**config.mk**
```make
export PLATFORM = sky130hd
export DESIGN_NAME = vga_draw_arbiter
export DESIGN_NICKNAME = d
export VERILOG_FILES = /design/src/rtl/vga_draw_arbiter_pkg.sv /design/src/rtl/rr_arbiter3.sv /design/src/rtl/vga_draw_arbiter.sv
export SDC_FILE = /design/constraint.sdc
export NUM_CORES = 1
export LEC_CHECK = 0
export CAP_MARGIN = 20
export CORE_ASPECT_RATIO = 1.25
export CORE_MARGIN = 4
export CORE_UTILIZATION = 48
export CTS_CLUSTER_SIZE = 12
export DETAILED_ROUTE_END_ITERATION = 12
export PLACE_DENSITY_LB_ADDON = 0.05
export SLEW_MARGIN = 0
export SYNTH_ARGS = -nofsm -noshare
export SYNTH_HDL_FRONTEND = slang
export SYNTH_SLANG_ARGS = --single-unit
export TNS_END_PERCENT = 5
```
**constraint.sdc**
```tcl
create_clock -name clk -period 5.6 [get_ports clk]
set_clock_uncertainty 0.1 [all_clocks]
set_input_delay 0.56 -clock clk [delete_from_list [all_inputs] [get_ports clk]]
set_output_delay 0.56 -clock clk [all_outputs]
set_load 0.005 [all_outputs]
```
**src/rtl/vga_draw_arbiter_pkg.sv**
```systemverilog
// Shared constants, types and helpers for the VGA draw arbiter.
// Address and range helpers are kept here so every stage agrees on the screen geometry.
package vga_draw_pkg;

  localparam int SCREEN_W = 160;
  localparam int SCREEN_H = 120;
  localparam int COORD_W  = 15;
  localparam int COLOUR_W = 9;

  localparam logic [COLOUR_W-1:0] TRANSPARENT_COLOUR = 9'b111_000_111;

  typedef enum logic [1:0] {
    SRC_ERASE = 2'd0,
    SRC_TOWER = 2'd1,
    SRC_CAR   = 2'd2
  } src_t;

  typedef enum logic {
    ST_IDLE  = 1'b0,
    ST_BURST = 1'b1
  } state_t;

  typedef struct packed {
    logic                valid;
    src_t                src;
    logic [COORD_W-1:0]  coord;
    logic [COLOUR_W-1:0] colour;
  } pixel_t;

  function automatic logic in_range(input logic [COORD_W-1:0] c);
    return (c[7:0] < 8'(SCREEN_W)) && (c[14:8] < 7'(SCREEN_H));
  endfunction

  // y*160 + x written as shifts so no multiplier is inferred.
  function automatic logic [COORD_W-1:0] bg_addr(input logic [COORD_W-1:0] c);
    logic [COORD_W-1:0] y;
    y = {8'd0, c[14:8]};
    return (y << 7) + (y << 5) + {7'd0, c[7:0]};
  endfunction

  function automatic src_t next_src(input src_t s);
    src_t n;
    case (s)
      SRC_ERASE: n = SRC_TOWER;
      SRC_TOWER: n = SRC_CAR;
      default:   n = SRC_ERASE;
    endcase
    return n;
  endfunction

  function automatic src_t onehot_to_src(input logic [2:0] g);
    src_t s;
    case (g)
      3'b010:  s = SRC_TOWER;
      3'b100:  s = SRC_CAR;
      default: s = SRC_ERASE;
    endcase
    return s;
  endfunction

endpackage

```
**src/rtl/rr_arbiter3.sv**
```systemverilog
// Combinational three-way round-robin pick: the requester after i_last wins,
// and i_last itself is considered only when nobody else is asking.
module rr_arbiter3
  import vga_draw_pkg::*;
(
  input  logic [2:0] i_req,
  input  src_t       i_last,
  output logic [2:0] o_grant,
  output logic       o_valid
);

  src_t w_first;
  src_t w_second;

  always_comb begin
    w_first  = next_src(i_last);
    w_second = next_src(w_first);
    o_grant  = 3'b000;
    if (i_req[w_first]) begin
      o_grant[w_first] = 1'b1;
    end else if (i_req[w_second]) begin
      o_grant[w_second] = 1'b1;
    end else if (i_req[i_last]) begin
      o_grant[i_last] = 1'b1;
    end
    o_valid = |i_req;
  end

endmodule

```
**src/rtl/vga_draw_arbiter.sv**
```systemverilog
// Shares the VGA write port between erase, tower and car drawers with burst round-robin.
// Define VGA_DRAW_ARB_TRANSPARENT_EN to drop tower/car pixels matching TRANSPARENT_COLOUR.
module vga_draw_arbiter
  import vga_draw_pkg::*;
(
  input  logic                clk,
  input  logic                reset,
  input  logic                arb_enable,
  input  logic                erase_req,
  input  logic                tower_req,
  input  logic                car_req,
  input  logic [COORD_W-1:0]  erase_coord,
  input  logic [COORD_W-1:0]  tower_coord,
  input  logic [COORD_W-1:0]  car_coord,
  input  logic [COLOUR_W-1:0] tower_colour,
  input  logic [COLOUR_W-1:0] car_colour,
  output logic                erase_ack,
  output logic                tower_ack,
  output logic                car_ack,
  output logic [COORD_W-1:0]  mem_add,
  input  logic [COLOUR_W-1:0] mem_q,
  output logic [COORD_W-1:0]  coordinates,
  output logic [COLOUR_W-1:0] colours,
  output logic                VGA_write_enable,
  output logic                busy
);

  state_t              r_state;
  src_t                r_owner;
  src_t                r_last_owner;
  logic [COORD_W-1:0]  r_mem_add;
  pixel_t              r_s1;
  pixel_t              r_s2;

  logic [2:0]          w_req;
  logic                w_owner_req;
  logic                w_accept;
  src_t                w_rr_last;
  logic [2:0]          w_grant;
  logic                w_grant_valid;
  src_t                w_grant_src;
  logic [COORD_W-1:0]  w_in_coord;
  logic [COLOUR_W-1:0] w_in_colour;
  logic                w_in_range;
  logic                w_keyed;

  assign w_req       = {car_req, tower_req, erase_req};
  assign w_owner_req = w_req[r_owner];
  assign w_accept    = (r_state == ST_BURST) && w_owner_req;

  assign erase_ack = w_accept && (r_owner == SRC_ERASE);
  assign tower_ack = w_accept && (r_owner == SRC_TOWER);
  assign car_ack   = w_accept && (r_owner == SRC_CAR);

  // While a burst is closing, the finished owner is the rotation point.
  assign w_rr_last = (r_state == ST_BURST) ? r_owner : r_last_owner;

  rr_arbiter3 u_rr (
    .i_req   (w_req),
    .i_last  (w_rr_last),
    .o_grant (w_grant),
    .o_valid (w_grant_valid)
  );

  assign w_grant_src = onehot_to_src(w_grant);

  always_comb begin
    w_in_coord  = erase_coord;
    w_in_colour = '0;
    case (r_owner)
      SRC_TOWER: begin
        w_in_coord  = tower_coord;
        w_in_colour = tower_colour;
      end
      SRC_CAR: begin
        w_in_coord  = car_coord;
        w_in_colour = car_colour;
      end
      default: begin
        w_in_coord  = erase_coord;
        w_in_colour = '0;
      end
    endcase
  end

  assign w_in_range = in_range(w_in_coord);

`ifdef VGA_DRAW_ARB_TRANSPARENT_EN
  assign w_keyed = (r_owner != SRC_ERASE) && (w_in_colour == TRANSPARENT_COLOUR);
`else
  assign w_keyed = 1'b0;
`endif

  always_ff @(posedge clk) begin
    if (reset) begin
      r_state      <= ST_IDLE;
      r_owner      <= SRC_ERASE;
      r_last_owner <= SRC_CAR;
    end else begin
      case (r_state)
        ST_IDLE: begin
          if (arb_enable && w_grant_valid) begin
            r_owner <= w_grant_src;
            r_state <= ST_BURST;
          end
        end
        ST_BURST: begin
          if (!w_owner_req) begin
            r_last_owner <= r_owner;
            if (arb_enable && w_grant_valid) begin
              r_owner <= w_grant_src;
            end else begin
              r_state <= ST_IDLE;
            end
          end
        end
        default: r_state <= ST_IDLE;
      endcase
    end
  end

  // The RAM read is launched the cycle after acceptance so mem_q lines up with stage 2.
  always_ff @(posedge clk) begin
    if (reset) begin
      r_mem_add <= '0;
    end else if (w_accept && (r_owner == SRC_ERASE) && w_in_range) begin
      r_mem_add <= bg_addr(w_in_coord);
    end
  end

  always_ff @(posedge clk) begin
    if (reset) begin
      r_s1 <= '0;
      r_s2 <= '0;
    end else begin
      r_s1.valid  <= w_accept && w_in_range && !w_keyed;
      r_s1.src    <= r_owner;
      r_s1.coord  <= w_in_coord;
      r_s1.colour <= w_in_colour;
      r_s2        <= r_s1;
    end
  end

  assign mem_add          = r_mem_add;
  assign coordinates      = r_s2.coord;
  assign VGA_write_enable = r_s2.valid;
  assign colours          = (r_s2.valid && (r_s2.src == SRC_ERASE)) ? mem_q : r_s2.colour;
  assign busy             = (r_state == ST_BURST) | r_s1.valid | r_s2.valid;

endmodule

```
# ---- Yosys cells after proc, flatten, opt, wreduce, memory -nomap -nowiden
# Cells that the tools add are included.
dict set report totals {
  elab_cells 82
  register_bits 74
}
dict set report classes {
  mux 30
  add_sub_neg 2
  order_cmp 9
  n_eq_ne 7
  bitwise_logic 4
  n_reduce_logical 18
}
# cell count
set op_table {}
lappend op_table {{15-bit case mux with 2 select lines} 1}
lappend op_table {{9-bit case mux with 2 select lines} 1}
lappend op_table {{2-bit case mux with 2 select lines} 4}
lappend op_table {{14-bit by 12-bit adder with 15-bit output} 1}
lappend op_table {{15-bit by 8-bit adder with 15-bit output} 1}
lappend op_table {{1-bit logical AND} 12}
lappend op_table {{2-bit by 3-bit < comparator with 1-bit output (second input constant)} 4}
lappend op_table {{1-bit two-way mux} 9}
lappend op_table {{3-bit two-way mux} 3}
lappend op_table {{9-bit two-way mux} 1}
lappend op_table {{1-bit binary-select mux with 2-bit select} 4}
lappend op_table {{2-bit logical NOT} 4}
lappend op_table {{8-bit < comparator (second input constant)} 1}
lappend op_table {{7-bit < comparator (second input constant)} 1}
lappend op_table {{1-bit demux with 2-bit select} 3}
lappend op_table {{2-bit by 1-bit == test with 1-bit output (second input constant)} 3}
lappend op_table {{2-bit by 1-bit >= comparator with 1-bit output (second input constant)} 3}
lappend op_table {{2-bit two-way mux} 3}
lappend op_table {{3-bit by 2-bit == test with 1-bit output (second input constant)} 1}
lappend op_table {{3-bit == test (second input constant)} 1}
lappend op_table {{3-bit OR reduction} 1}
lappend op_table {{2-bit == test (second input constant)} 1}
lappend op_table {{2-bit inequality test (second input constant)} 1}
lappend op_table {{1-bit NOT} 2}
lappend op_table {{3 further kinds} 4}

# ---- Depth between registers and ports, before layout
dict set report depth {
  word_depth 16
  ltp_mapped 16
  ltp_nobuf 14
}

# ---- By module
# From an unflattened synthesis, not the netlist that was laid out.
dict set report unflattened {
  hier_cells 356
  area_unflattened_um2 3492.1
}
# module area_per_inst_um2 cells_each instances seq_area_each_um2
set by_module_without_submodules {}
lappend by_module_without_submodules {vga_draw_arbiter 3423.3 345 1 1481.4}
lappend by_module_without_submodules {rr_arbiter3 68.8 11 1 0.0}

# ---- Worst setup path after synthesis
# Ideal clock, no wire load.
dict set report synth_path {
  path_type {register to register}
  from {reg r_owner[1]}
  to {reg r_mem_add[12] (netlist: mem_add[12])}
  required_time_ps 5442
  synth_period_minus_slack_ps 3711
  setup_time_ps 58
  stages_incl_launch_ff 15
  path_slack_ps 1889
  arrival_time_ps 3553
  path_cell_list {dfxtp_1 -> inv_1 -> ha_1 -> buf_4 -> buf_2 -> clkbuf_1 -> o21ai_0 -> fa_1 -> inv_1 -> fa_1 -> a211oi_1 -> nor2_1 -> o31a_1 -> a211oi_1 -> mux2_4}
}
dict set report synth_between {
  elab_chain_cells 5
}
# item line_no
set synth_lines {}
lappend synth_lines {{start, declared} vga_draw_arbiter.sv:29} ;# src_t r_owner;
lappend synth_lines {{start signal, assigned} vga_draw_arbiter.sv:103} ;# r_owner <= w_grant_src;
lappend synth_lines {{start signal, assigned} vga_draw_arbiter.sv:111} ;# r_owner <= w_grant_src;
lappend synth_lines {{branches (longest 5 deep; another with 14-bit by 12-bit adder with 15-bit output)} --}
lappend synth_lines {{end signal, assigned} vga_draw_arbiter.sv:127} ;# r_mem_add <= bg_addr(w_in_coord);
lappend synth_lines {{end, declared} vga_draw_arbiter.sv:31} ;# logic [COORD_W-1:0] r_mem_add;
# Several ways; the timed one is not identified. The select of a mux whose other input is x is not followed.
# A chain may end at the register's enable or synchronous reset.

# ---- Final worst setup path
# Ends and elaborated chain as after synthesis.

==> reports/metrics.yaml <==
drc: 0
final_cell_mix: "clkdlybuf4s50_1 (120), dfxtp_1 (74), nor2b_1 (35), nor2_1 (33), a22oi_1 (17)"
insertion_delay_ps: 340
internal-power_w: 0.000924
synth_edf_count: 0
cts_made_buffers: 9
hold_path_class: "flop to flop"
htreeDepth: 3
pwr_density_cell_nw_per_um2: 268
fin_crit_ps: 4260
slowest_delay_ps: 910
critPathKind: "flop to flop"
path_delay_family: "adder cells"
fin_util_pct: 68.5
yosysTopAreaCell: "dfxtp_1"
wl_um: 8580
dr.pass1.iters: 4
combPwrFrac_pct: 22.8
syn_area_um2: 3400
synth.avg_cell_area_um2: 9.84
grt_pass1_vias: 2744
grt_first_pass_wirelength_um: 13600
synth.distinct_cells: 47
crit_slowest_cell: "ha_1"
endpoint_kind: "flop"
finalHoldViolCount: 0
cts_tree: "built"
path_cells: "inv_1 -> ha_1 -> o21ai_0 -> fa_1 -> inv_1 -> fa_1 -> a211oi_1 -> nor2_1 -> o21ai_0 -> a211oi_1 -> mux2_4"
finalMaxSlewViolations: 0
die_w_um: 83.3
netlist.area_leader.share_pct: 43.5
wl_per_cell_um: 15.8
grt_overflow: 0
crit_path_start_kind: "flop"
netSwitchingPower_w: 0.000350
avgViaCountPerCell: 5.23
leakagePower_nw: 1.87
fin_hold_ws_ps: 328
antenna_cells: 0
holdBufCountCts: 0
cts_sinks: 74
final_common_cell: "clkdlybuf4s50_1"
hpwl_um: 6260
clk_pin_slew_ps: 80
cp.required_ps: 5730
peakVddDrop_mv: 0.121
rows: 34
grt_max_degree: 47
fp.dieH_um: 102
yosys_warnings: 0
synth_seq_area_share_pct: 43.5
antenna_found_initial: 0
relSlewSlack_pct: 35.4
p_seq_share_pct: 43.9
critPathMaxFanout: 25
coreArea_um2: 6930
antenna_left: 0
worst-path-buf-inv: 2
tightest_slew_ps: 969
finalSetupViolCount: 0
drive_above_1_share_pct: 9.73
critPathArrivalTime_ps: 4390
root_buffer: "clkbuf_8"
vias: 2835
fin_nets: 543
swShare_pct: 27.5
async_reset_ff_share_pct: 0
synth.net_count: 442
ys_ff_latch: 74
postCtsSetupRepairBufs: 0
synth_top_flop_cell: "dfxtp_1"
status: "finished, final reports clean"
io_buffers: 121
gp_congestion: 0.844
period_share_pct: 76.1
track_usage_pct: 20.1
start_util_pct: 49.1
maxCapViolCount: 0
drtIter0Drc: 80
clock_path_buffers: 2
syn-instance-count: 346
clkPwrFrac_pct: 33.3
synthTopCellsByArea: "dfxtp_1 (44%), nor2b_1 (6.4%), ha_1 (5.9%)"
grt_setup_unrepaired: "false"
cts_resized: 0
ios: 122
finalSetupTns_ps: 0
dieArea_um2: 8510
max_freq_ghz: 0.235
synthToLayoutAreaGrowth_pct: 39.5
[Yosys cell counts (2+ instances only)]
| library cell | n |
|---|---|
| a31oi_1 | 2 |
| inv_1 | 16 |
| o31ai_1 | 5 |
| a22o_1 | 6 |
| a21o_1 | 4 |
| clkbuf_1 | 12 |
| ha_1 | 16 |
| mux2_4 | 8 |
| nor3_1 | 4 |
| o21ai_0 | 8 |
| fa_1 | 2 |
| a211oi_1 | 11 |
| xnor2_1 | 3 |
| nor2b_1 | 35 |
| nand4_1 | 3 |
| a22oi_1 | 17 |
| mux2_2 | 11 |
| buf_2 | 4 |
| mux2i_1 | 7 |
| nor2_1 | 33 |
| buf_4 | 18 |
| nand3_1 | 2 |
| or3_1 | 2 |
| mux2i_2 | 2 |
| dfxtp_1 | 74 |
| a21oi_1 | 12 |
| and3_1 | 2 |
| nand2b_1 | 3 |
| nand2_1 | 6 |
[worst paths after layout]
check                   from              to  slack [ps]  cells past startpoint
setup / recovery  r_owner[1]     mem_add[12]        1340                     11
hold / removal      r_s1[13]  coordinates[4]         330                      1
setup reg to reg  r_owner[1]     mem_add[12]        1340                     11
hold reg to reg     r_s1[13]  coordinates[4]         330                      1
[worst register-to-register path, cell delays in order, from the launching register on]
cell and delay, ps:
dfxtp_1 430, inv_1 120, ha_1 910, o21ai_0 380, fa_1 580, inv_1 70
fa_1 470, a211oi_1 260, nor2_1 120, o21ai_0 260, a211oi_1 140, mux2_4 310
[flip-flops by register name, indices dropped and copies added (netlist names)]
signal,cells
r_state,1
mem_add,15
r_s2,11
VGA_write_enable,1
r_last_owner,2
coordinates,15
r_s1,27
r_owner,2
[logic make-up after synthesis]
kind of cell    after synthesis  share of synthesized area [%]
simple gates                 96                           15.1
compound gates               76                           15.7
flops                        74                           43.5
buf+inv                      51                           7.75
mux                          28                           10.0
fa+ha+maj                    18                           7.06
xor+xnor                      3                          0.772
[power groups by stage]
stage          clock network [W]  registers, W  logic (W)
3_5_place_dp                   0      0.000572   0.000286
6_report                0.000424      0.000560   0.000290
4_1_cts                 0.000432      0.000560   0.000290
3_3_place_gp                   0      0.000572   0.000282
5_1_grt                 0.000454      0.000562   0.000318
2_1_floorplan                  0      0.000569   0.000172
[stage by stage]
step | instances | setup slack, ps | power (W) | instance area, µm²
final | 542 | 1340 | 0.00127 | 4750
after global routing | 542 | 991 | 0.00133 | 4750
after CTS | 542 | 1360 | 0.00128 | 4750
after detailed placement | 526 | 1420 | 0.000858 | 4550
after global placement | 526 | 1590 | 0.000854 | 4550
after floorplan | 346 | 1890 | 0.000741 | 3400
[metal layers]
layer	track usage (%)	wire (µm)	part of all wire (%)
met5	0	0	0
met4	6.29	121	1.4
met3	5.73	638	7.4
met2	33.6	4050	47
met1	25.3	3770	44
[cell type report]
type,instances,area (µm²)
tap,90,113
multi-input combinational,221,1660
clock inverter,5,62.6
timing repair buffer,124,1230
clock buffer,11,141
inverter,17,63.8
sequential,74,1480
fill,549,2180
Note: power is estimated with default switching activity, not from simulation.
